$ cat src/rtl/mem_stage_pipe.sv
// Memory stage between EX and WB: resolves redirects, issues data-memory load/store, emits one registered writeback per instruction.
// Latency: ALU 1, store 2+req wait, load 3+req/rsp wait; in_ready drops while a memory access is in REQ or WAIT.
module mem_stage_pipe #(
    parameter int DATA_W      = 32,
    parameter int ADDR_W      = 32,
    parameter int REG_AW      = 4,
    parameter int ZERO_REG_EN = 1,
    parameter int CNT_W       = 16
) (
    input  logic              clk,
    input  logic              rst_n,
    input  logic              in_valid,
    output logic              in_ready,
    input  logic [DATA_W-1:0] alu_out,
    input  logic [DATA_W-1:0] store_data,
    input  logic [ADDR_W-1:0] pc_target,
    input  logic [REG_AW-1:0] dest_reg,
    input  logic              reg_write,
    input  logic              mem_to_reg,
    input  logic              mem_read,
    input  logic              mem_write,
    input  logic              branch,
    input  logic              jump,
    input  logic              zero,
    output logic              dmem_req_valid,
    input  logic              dmem_req_ready,
    output logic              dmem_we,
    output logic [ADDR_W-1:0] dmem_addr,
    output logic [DATA_W-1:0] dmem_wdata,
    input  logic              dmem_rsp_valid,
    input  logic [DATA_W-1:0] dmem_rdata,
    output logic              redirect_valid,
    output logic [ADDR_W-1:0] redirect_pc,
    output logic              wb_valid,
    output logic              wb_reg_write,
    output logic [REG_AW-1:0] wb_dest,
    output logic [DATA_W-1:0] wb_data,
    output logic [CNT_W-1:0]  stall_cnt
);

    typedef enum logic [1:0] {S_IDLE, S_REQ, S_WAIT} state_t;

    state_t state, nextState;

    logic              accept;
    logic              isMem;
    logic              takeBranch;
    logic              effWe;
    logic              reqDone;
    logic              rspDone;

    logic [DATA_W-1:0] lAlu;
    logic [REG_AW-1:0] lDest;
    logic              lWe;
    logic              lMemToReg;
    logic              lStore;

    assign in_ready   = (state == S_IDLE);
    assign accept     = in_valid & in_ready;
    assign isMem      = mem_read | mem_write;
    assign takeBranch = branch & (jump | zero);
    assign effWe      = reg_write & ~((ZERO_REG_EN != 0) && (dest_reg == '0));
    assign reqDone    = (state == S_REQ) & dmem_req_ready;
    assign rspDone    = (state == S_WAIT) & dmem_rsp_valid;

    always_ff @(posedge clk or negedge rst_n) begin
        if (!rst_n) begin
            state <= S_IDLE;
        end else begin
            state <= nextState;
        end
    end

    always_comb begin
        nextState = state;
        case (state)
            S_IDLE: if (accept && isMem) nextState = S_REQ;
            S_REQ:  if (dmem_req_ready) nextState = lStore ? S_IDLE : S_WAIT;
            S_WAIT: if (dmem_rsp_valid) nextState = S_IDLE;
            default: nextState = S_IDLE;
        endcase
    end

    // Instruction context held for the duration of a memory access.
    always_ff @(posedge clk or negedge rst_n) begin
        if (!rst_n) begin
            lAlu      <= '0;
            lDest     <= '0;
            lWe       <= 1'b0;
            lMemToReg <= 1'b0;
            lStore    <= 1'b0;
        end else if (accept) begin
            lAlu      <= alu_out;
            lDest     <= dest_reg;
            lWe       <= effWe;
            lMemToReg <= mem_to_reg;
            lStore    <= mem_write;
        end
    end

    always_ff @(posedge clk or negedge rst_n) begin
        if (!rst_n) begin
            redirect_valid <= 1'b0;
            redirect_pc    <= '0;
        end else begin
            redirect_valid <= accept & takeBranch;
            redirect_pc    <= (accept & takeBranch) ? (jump ? alu_out[ADDR_W-1:0] : pc_target) : '0;
        end
    end

    // Request fields stay frozen from accept until the handshake edge.
    always_ff @(posedge clk or negedge rst_n) begin
        if (!rst_n) begin
            dmem_req_valid <= 1'b0;
            dmem_we        <= 1'b0;
            dmem_addr      <= '0;
            dmem_wdata     <= '0;
        end else if (accept && isMem) begin
            dmem_req_valid <= 1'b1;
            dmem_we        <= mem_write;
            dmem_addr      <= alu_out[ADDR_W-1:0];
            dmem_wdata     <= store_data;
        end else if (reqDone) begin
            dmem_req_valid <= 1'b0;
            dmem_we        <= 1'b0;
            dmem_addr      <= '0;
            dmem_wdata     <= '0;
        end
    end

    always_ff @(posedge clk or negedge rst_n) begin
        if (!rst_n) begin
            wb_valid     <= 1'b0;
            wb_reg_write <= 1'b0;
            wb_dest      <= '0;
            wb_data      <= '0;
        end else begin
            wb_valid     <= 1'b0;
            wb_reg_write <= 1'b0;
            wb_dest      <= '0;
            wb_data      <= '0;
            if (accept && !isMem) begin
                wb_valid     <= 1'b1;
                wb_reg_write <= effWe;
                wb_dest      <= dest_reg;
                wb_data      <= alu_out;
            end else if (reqDone && lStore) begin
                wb_valid     <= 1'b1;
                wb_reg_write <= lWe;
                wb_dest      <= lDest;
                wb_data      <= lAlu;
            end else if (rspDone) begin
                wb_valid     <= 1'b1;
                wb_reg_write <= lWe;
                wb_dest      <= lDest;
                wb_data      <= lMemToReg ? dmem_rdata : lAlu;
            end
        end
    end

    always_ff @(posedge clk or negedge rst_n) begin
        if (!rst_n) begin
            stall_cnt <= '0;
        end else if ((state != S_IDLE) && (stall_cnt != {CNT_W{1'b1}})) begin
            stall_cnt <= stall_cnt + CNT_W'(1);
        end
    end

endmodule

$ cat config.mk
export PLATFORM = sky130hd
export DESIGN_NAME = mem_stage_pipe
export DESIGN_NICKNAME = d
export VERILOG_FILES = /design/src/rtl/mem_stage_pipe.sv
export SDC_FILE = /design/constraint.sdc
export NUM_CORES = 1
export LEC_CHECK = 0
export ABC_AREA = 0
export CORE_MARGIN = 2
export CORE_UTILIZATION = 35
export CTS_BUF_LIST = sky130_fd_sc_hd__clkbuf_2
export DETAILED_ROUTE_END_ITERATION = 8
export HOLD_SLACK_MARGIN = 0.06
export PLACE_DENSITY = 0.68
export SLEW_MARGIN = 20
export SYNTH_ARGS = -nofsm -noshare
export SYNTH_HDL_FRONTEND = slang
export SYNTH_SLANG_ARGS = --single-unit
$ cat constraint.sdc
create_clock -name clk -period 1.75 [get_ports clk]
set_clock_uncertainty 0.15 [all_clocks]
set_input_delay 0.175 -clock clk [delete_from_list [all_inputs] [get_ports clk]]
set_output_delay 0.175 -clock clk [all_outputs]
set_load 0.05 [all_outputs]
## Yosys cells after proc, flatten, opt, wreduce, memory -nomap -nowiden

Cells that the tools add are included.

- Register bits: 194
- Bits of input ports: 144
- Output and inout port bits: 154
- Logic and storage cells: 69

- Reductions and logical operators: 10
- Add/sub/neg operators: 1
- Equal/unequal tests: 6
- Muxes and demuxes: 26
- Bitwise logic cells: 9

Operators by type and width:

| kind | number |
|---|---|
| $mux W32 | 9 |
| $add A16 B1 Y16 const B | 1 |
| $ne A16 B16 Y1 const B | 1 |
| $mux W4 | 3 |
| $mux W1 | 9 |
| $mux W2 | 4 |
| $and A1 B1 Y1 | 6 |
| $pmux W2 S3 | 1 |
| $logic_and A1 B1 Y1 | 4 |
| $logic_not A4 Y1 | 1 |
| $ne A2 B2 Y1 const B | 2 |
| $reduce_bool A2 Y1 | 2 |
| $reduce_and A3 Y1 | 1 |
| $eq A2 B1 Y1 const B | 1 |
| $eq A2 B2 Y1 const B | 1 |
| $logic_not A2 Y1 | 1 |
| $ne A2 B1 Y1 const B | 1 |
| $or A1 B1 Y1 | 2 |
| $logic_not A1 Y1 | 1 |
| $not A1 Y1 | 1 |

## Longest topological paths before layout

- Word-level depth: 5
- Mapped depth: 9
- Mapped depth without buffers: 5

## Worst setup path before layout

OpenSTA, ideal clock, no wires.

- Path type: register to register
- Start: reg state[1]
- End: reg redirect_pc[10]
- Stages on the path, launching flop included: 8
- Slack: -0.505 ns
- Path buffers: 3
- Required time: 1.527 ns
- Period minus slack after synthesis: 2.255 ns
- Arrival time: 2.033 ns
- Setup time: 0.073 ns
- Cells stage by stage: dfrtp_1 buf_6 nor2_1 and2_1 buf_2 o211ai_1 clkbuf_1 nor2_1

- Longest elaborated chain between the ends: 4

Ends and longest elaborated chain:

| element | line | RTL |
|---|---|---|
| start: declaration | 43 | `state_t state, nextState;` |
| start signal: assignment | 70 | `state <= nextState;` |
| $logic_not A2 Y1 | 58 | `assign in_ready = (state == S_IDLE);` |
| via in_ready | 13 | `output logic in_ready,` |
| $and A1 B1 Y1 | 59 | `assign accept = in_valid & in_ready;` |
| $and A1 B1 Y1 | 107 | `redirect_pc <= (accept & takeBranch) ? (jump ? alu_out[ADDR_W-1:0] : pc_target) : '0;` |
| $mux W32 | 107 |  |
| end signal: assignment | 107 |  |
| end: declaration | 33 | `output logic [ADDR_W-1:0] redirect_pc,` |

The timed path passes the listed nets, and every way through them passes these cells.
A chain may end at the register's enable or synchronous reset.

## Worst setup path in the final report

- Start: reg state[0]
- End: reg wb_data[1]

- Longest elaborated chain between the ends: 5
- Elaborated cells between the ends (all ways): 11
- Classes of those cells: eq/ne (2); mux (3); bitwise (3); reduce/logical (3)

Ends and longest elaborated chain:

| element | line | RTL |
|---|---|---|
| $eq A2 B2 Y1 or $eq A2 B1 Y1 (tied branches) | 64, 63 |  |
| $and A1 B1 Y1, on equally long branches | 64, 63 |  |
| $mux W32 or $logic_and A1 B1 Y1 (tied branches) | 152, 147 |  |
| $mux W32 | 147 | `end else if (reqDone && lStore) begin` |
| $mux W32 (*) | 142 | `if (accept && !isMem) begin` |
| end signal: assignment | 146 | `wb_data <= alu_out;` |
| end signal: assignment | 151 | `wb_data <= lAlu;` |
| end signal: assignment | 156 | `wb_data <= lMemToReg ? dmem_rdata : lAlu;` |
| end: declaration | 37 | `output logic [DATA_W-1:0] wb_data,` |

Every way passes the cells marked *; elsewhere a longest branch is shown, timed or not.

==> out/results.txt <==
Routability congestion estimate = 0.842
Status = complete, but fails checks
Largest net degree at the start of global routing = 55
Share of layout cells above drive strength 1 = 38.0%
Violated checks = negative setup slack
Nets@finish = 1548
Sum of negative setup slack = -19890 ps
CP max stage cell = dfrtp_1
Number of iterations in the first detailed-routing pass = 5
Worst Setup Path Type = flip-flop to flip-flop
CP cell instances = buf_6 -> buf_4 -> buf_6 -> nand3b_1 -> buf_4 -> nor2_4 -> buf_12 -> buf_12 -> buf_8 -> buf_12 -> a22oi_2 -> nand2_1
Via count = 8606
Critical Path End Type = flip-flop
Ys flop type = dfrtp_1
Root buffer cell = clkbuf_2
Gr usage total = 24.9%
Remaining Overflow, GRT = 0
Initial drt markers = 478
Placed Instances = 1384
YS warnings = 0
Power Dens Cells = 1350 nW/um^2
WL final = 35000 um
Syn nets = 945
Worst-skew pair later-pin latency = 770 ps
Antenna-violating nets left = 0
CP Data Arrival Time = 2610 ps
Core ar. = 22600 sq um
# DRC = 0
Largest stage delay on the critical path = 460 ps
Leading area contributor after synthesis = dfrtp_1
Top cells by area, synth = dfrtp_1 (61%), nand2_1 (15%), mux2i_1 (4.0%)
Cell variety after synth = 46
Num Clock Sinks = 194
Die Y = 155 um
Non-Filler Instances = 1703
Critical-path maximum fanout = 5
Yosys top cell area share = 60.6%
Fillcell total = 1452
Vias in the first global route = 8657
Slew at the pin with the worst max-slew slack = 540 ps
Sequential share of the synthesized area = 60.6%
Asr flop ratio synth = 100%
Synth-to-layout area growth = 103%
Synth Area per Inst = 10.0 sq um
Die width = 155 um
Critical Path RT = 2310 ps
Max Slew Vio Count = 0
Number of cell rows = 55
Boundary Pins = 298
CTS clock-pin slew for the worst setup and hold paths = 310 ps
Initial Util = 35.5%
First-pass GRT wire length = 46600 um
Count leader, synth = nand2_1
DP Worst Slack = -362 ps
Synthesized area = 8010 sq um
Setup crit start kind = flip-flop
Lkg Pwr = 7.86 nW
MaxCap Viol Count = 0
Clock Tree Buf Depth = 2
Die area = 24100 sq um
Final setup vio count = 129
H-tree Lvls = 4
Tightest Hold Check Type = input port to flip-flop
Cells after Synth = 800
Initial antenna violation count = 2
Synthesis-stage register bit count = 194
Fmax = 0.487 GHz
Peak supply drop = 0.00112 V
Buffers added on ports = 297
Final core utilization = 72.2%
WL per Instance = 20.6 um
CTS tree = built
Inserted Clock Buffers = 17
Worst setup margin = -303 ps
Post-synth EDFFs = 0
Detailed Place HPWL = 17300 um
Via density = 5.05
Most frequent cells after synthesis = nand2_1 (313), dfrtp_1 (194), o21ai_0 (58)
Period utilisation layout = 117%
Minimum clock period = 2050 ps
Max-slew headroom = 63.5%
CP most frequent cell = buf_12
Hold Violations, Final = 0
RSZ-0062 raised after global routing = true
[state kept, by name, indices dropped and copies added (netlist names)]
signal          cells
dmem_addr          32
dmem_req_valid      1
dmem_wdata         32
dmem_we             1
lAlu               32
lDest               4
lMemToReg           1
lStore              1
lWe                 1
redirect_pc        32
redirect_valid      1
stall_cnt          16
state               2
wb_data            32
wb_dest             4
wb_reg_write        1
wb_valid            1
[critical path, delay by kind of cell (launching register included)]
family          cells  cell delay (ps)
flops               1              460
simple gates        3              370
compound gates      1               70
buf+inv             8              970
[area by class of cell]
cell class / instances / area, sq um / area share (%)
multi-input cells: 552 / 3650 / 22.4
inverters: 5 / 18.8 / 0.115
clock inverters: 13 / 105 / 0.645
repair buffers: 633 / 7180 / 44.1
flip-flops and latches: 194 / 4870 / 29.9
well taps: 285 / 357 / 2.19
clock buffers: 19 / 95.1 / 0.584
diodes: 2 / 5.00 / 0.0307
[through the flow]
stage               instance area [sq um]  total power [mW]  hold WS, ps
finish                              16300              22.0          200
floorplan                            8090              12.2         -271
global route                        16300              22.9          100
CTS                                 14900              19.9          121
global placement                    11400              15.4        -20.8
detailed placement                  11400              15.5        -24.2
[power by group]
part           internal (mW)  switching [mW]
Clock                  0.411            1.68
Combinational           5.62            7.42
Sequential              5.88           0.993
Total                   11.9            10.1
[cell families after synthesis]
| family | share of synthesized area (%) |
|---|---|
| and+or+nand+nor | 19.5 |
| muxes | 4.14 |
| adders and majority gates | 0.156 |
| buffers and inverters | 3.61 |
| DFF | 60.6 |
| AOI/OAI and AO/OA | 10.5 |
| xor gates and xnor gates | 1.53 |
[layout by cell type, fill, tap and decap left out, types with 35 or more instances in the layout]
| cell type | netlist | final |
|---|---|---|
| o21ai_2 | 0 | 35 |
| nand2_4 | 0 | 38 |
| nand2_2 | 0 | 36 |
| clkdlybuf4s50_1 | 0 | 141 |
| nor2_1 | 38 | 35 |
| buf_6 | 8 | 171 |
| nand2_1 | 313 | 239 |
| dlygate4sd3_1 | 0 | 171 |
| dfrtp_1 | 194 | 178 |
| buf_4 | 3 | 75 |
[per-layer routing]
layer | vias up | wire [um] | global-route usage, %
li1 | 3846 | - | -
met1 | 4289 | 13300 | 30.3
met2 | 388 | 18600 | 44.3
met3 | 83 | 2030 | 5.13
met4 | 0 | 1160 | 8.17
met5 | - | 0 | 0
[final timing paths]
check | start | endpoint | slack (ps) | cells after the start
setup reg to reg | state[0] | wb_data[1] | -300 | 12
max in group asynchronous | rst_n | lAlu[15] | 560 | 5
hold / removal | zero | redirect_valid | 200 | 4
hold reg to reg | lAlu[18] | wb_data[18] | 320 | 2
min in group asynchronous | rst_n | stall_cnt[13] | 250 | 4
setup / recovery | state[0] | wb_data[1] | -300 | 12
[what timing repair did]
| action | in CTS | in global routing |
|---|---|---|
| pin swaps | 8 | 82 |
| hold buffers | 172 | 0 |
| gates cloned | 14 | 18 |
| buffers inserted | 50 | 36 |
| endpoints found under the hold margin | 370 | 0 |
| setup endpoints to repair | 236 | 277 |
| resized for setup | 213 | 259 |
Power figures use the tool's default switching activity.
==> patch, RTL diff (same settings) <==
`CNT_W`: 16 -> 18.
--- a/src/rtl/mem_stage_pipe.sv
+++ b/src/rtl/mem_stage_pipe.sv
@@ -5,7 +5,7 @@
     parameter int ADDR_W      = 32,
     parameter int REG_AW      = 4,
     parameter int ZERO_REG_EN = 1,
-    parameter int CNT_W       = 16
+    parameter int CNT_W       = 18
 ) (
     input  logic              clk,
     input  logic              rst_n,
Interface: changed (resized stall_cnt); port bits go from 298 to 300. No check against the original RTL was run, so the function may have changed too.
==> patch against the original RTL <==
The flow still finishes with violations (setup timing). Hold slack got worse by 22 ps. Area after synthesis up 2.1%. Count of clock-buffer cells in the layout shrank 2. Routed wire length rose by 6.7%. Sequential cell count grew 2. Sequential power grew 3.3%. Power increased by 9.1%. Cell area rose by 4.3%. Sequential share of layout area down 0.93 points. Critical path depth fell by 3. Die area up 2.0%. Final cell count is 2.3% higher. Setup slack got worse by 56 ps. Critical endpoint is now wb_data[8]. Largest power group unchanged. Highest routed layer unchanged.
==> patch: results <==
export IMPL_status="finished, violations left"
export IMPL_violations="setup timing"
export IMPL_pg_seq_uw=7110
export IMPL_ir_drop_uv=1090
export IMPL_wl_met3_mm=2.49
export IMPL_drive_gt1_share_pct=43.0
export IMPL_placed_cells=1425
export IMPL_dp_hpwl_mm=17.6
export IMPL_crit_start="state[1]"
export IMPL_area_share_nonclk_buffers_pct=42.9
export IMPL_setup_ws_ps=-359
export IMPL_routed_wl_mm=37.4
export IMPL_vias=8821
export IMPL_final_cells=1743
export IMPL_clkbuf_count=17
export IMPL_critical_path_max_stage_delay_ps=490
export IMPL_post_cts_buffers=56
export IMPL_grt_total_usage_pct=26.7
export IMPL_power_total_uw=24000
export IMPL_hold_path_class="in2reg"
export IMPL_worstHoldStart="in_valid"
export IMPL_grt_pass1_wl_mm=49.8
export IMPL_first_global_vias=8939
export IMPL_synth_common_cells="nand2_1, dfrtp_1, o21ai_0"
export IMPL_dr_first_iter_drc_count=486
export IMPL_grt_max_degree=54
export IMPL_antenna_found_initial=3
export IMPL_cp_arrival_ps=2690
export IMPL_nMultiInputCombCells=560
export IMPL_ys_seq_area_share_pct=60.0
export IMPL_nets=1559
export IMPL_p_comb_share_pct=61.0
export IMPL_seq_area_share_pct=29.0
export IMPL_p_leak_uw=0.00825
export IMPL_placed_cell_area_um2=11600
export IMPL_syn_inst=812
export IMPL_numClockSinks=196
export IMPL_coreArea_um2=22800
export IMPL_grt_use_met3_pct=6.18
export IMPL_dp_slack_ps=-380
export IMPL_synth_area_leaders="dfrtp_1, nand2_1, mux2i_1, o21ai_0, nor2_1"
export IMPL_multi_input_area_share_pct=24.3
export IMPL_yosysUniqueCellTypes=44
export IMPL_wl_met2_mm=19.1
export IMPL_multi_input_area_um2=4130
export IMPL_ctsResizeCount=239
export IMPL_finalSetupViolCount=206
export IMPL_nNonClkBuffers=634
export IMPL_diodes=3
export IMPL_gr_usage_met1_pct=31.9
export IMPL_cp_max_fo=4
export IMPL_cts_buffer_depth=2
export IMPL_gp_congestion=0.771
export IMPL_area_share_clock_buf_inv_pct=1.34
export IMPL_use_met2_pct=46.0
export IMPL_syn_num_nets=957
export IMPL_worstSkewPairLatency_ps=790
export IMPL_drt_pre_antenna_iters=6
export IMPL_max_slew_margin_pct=68.3
==> patch: path summary, 6_finish.rpt <==
kind	end	slack (ps)	cells after the start
min in group asynchronous	stall_cnt[7]	220	3
hold / removal	wb_valid	180	5
setup reg to reg	wb_data[8]	-360	9
setup / recovery	wb_data[8]	-360	9
max in group asynchronous	dmem_wdata[29]	530	4
hold reg to reg	state[1]	300	1
==> patch: logic make-up (layout without fill, tap and decap cells) <==
| family | Yosys count | after routing | share of synthesized area (%) |
|---|---|---|---|
| buffers and inverters | 56 | 671 | 3.55 |
| and+or+nand+nor | 350 | 350 | 17.3 |
| muxes | 68 | 68 | 8.34 |
| DFF | 196 | 196 | 60.0 |
| AOI/OAI and AO/OA | 129 | 129 | 9.41 |
| other | 0 | 3 | 0 |
| xor gates and xnor gates | 12 | 12 | 1.28 |
| adders and majority gates | 1 | 1 | 0.153 |
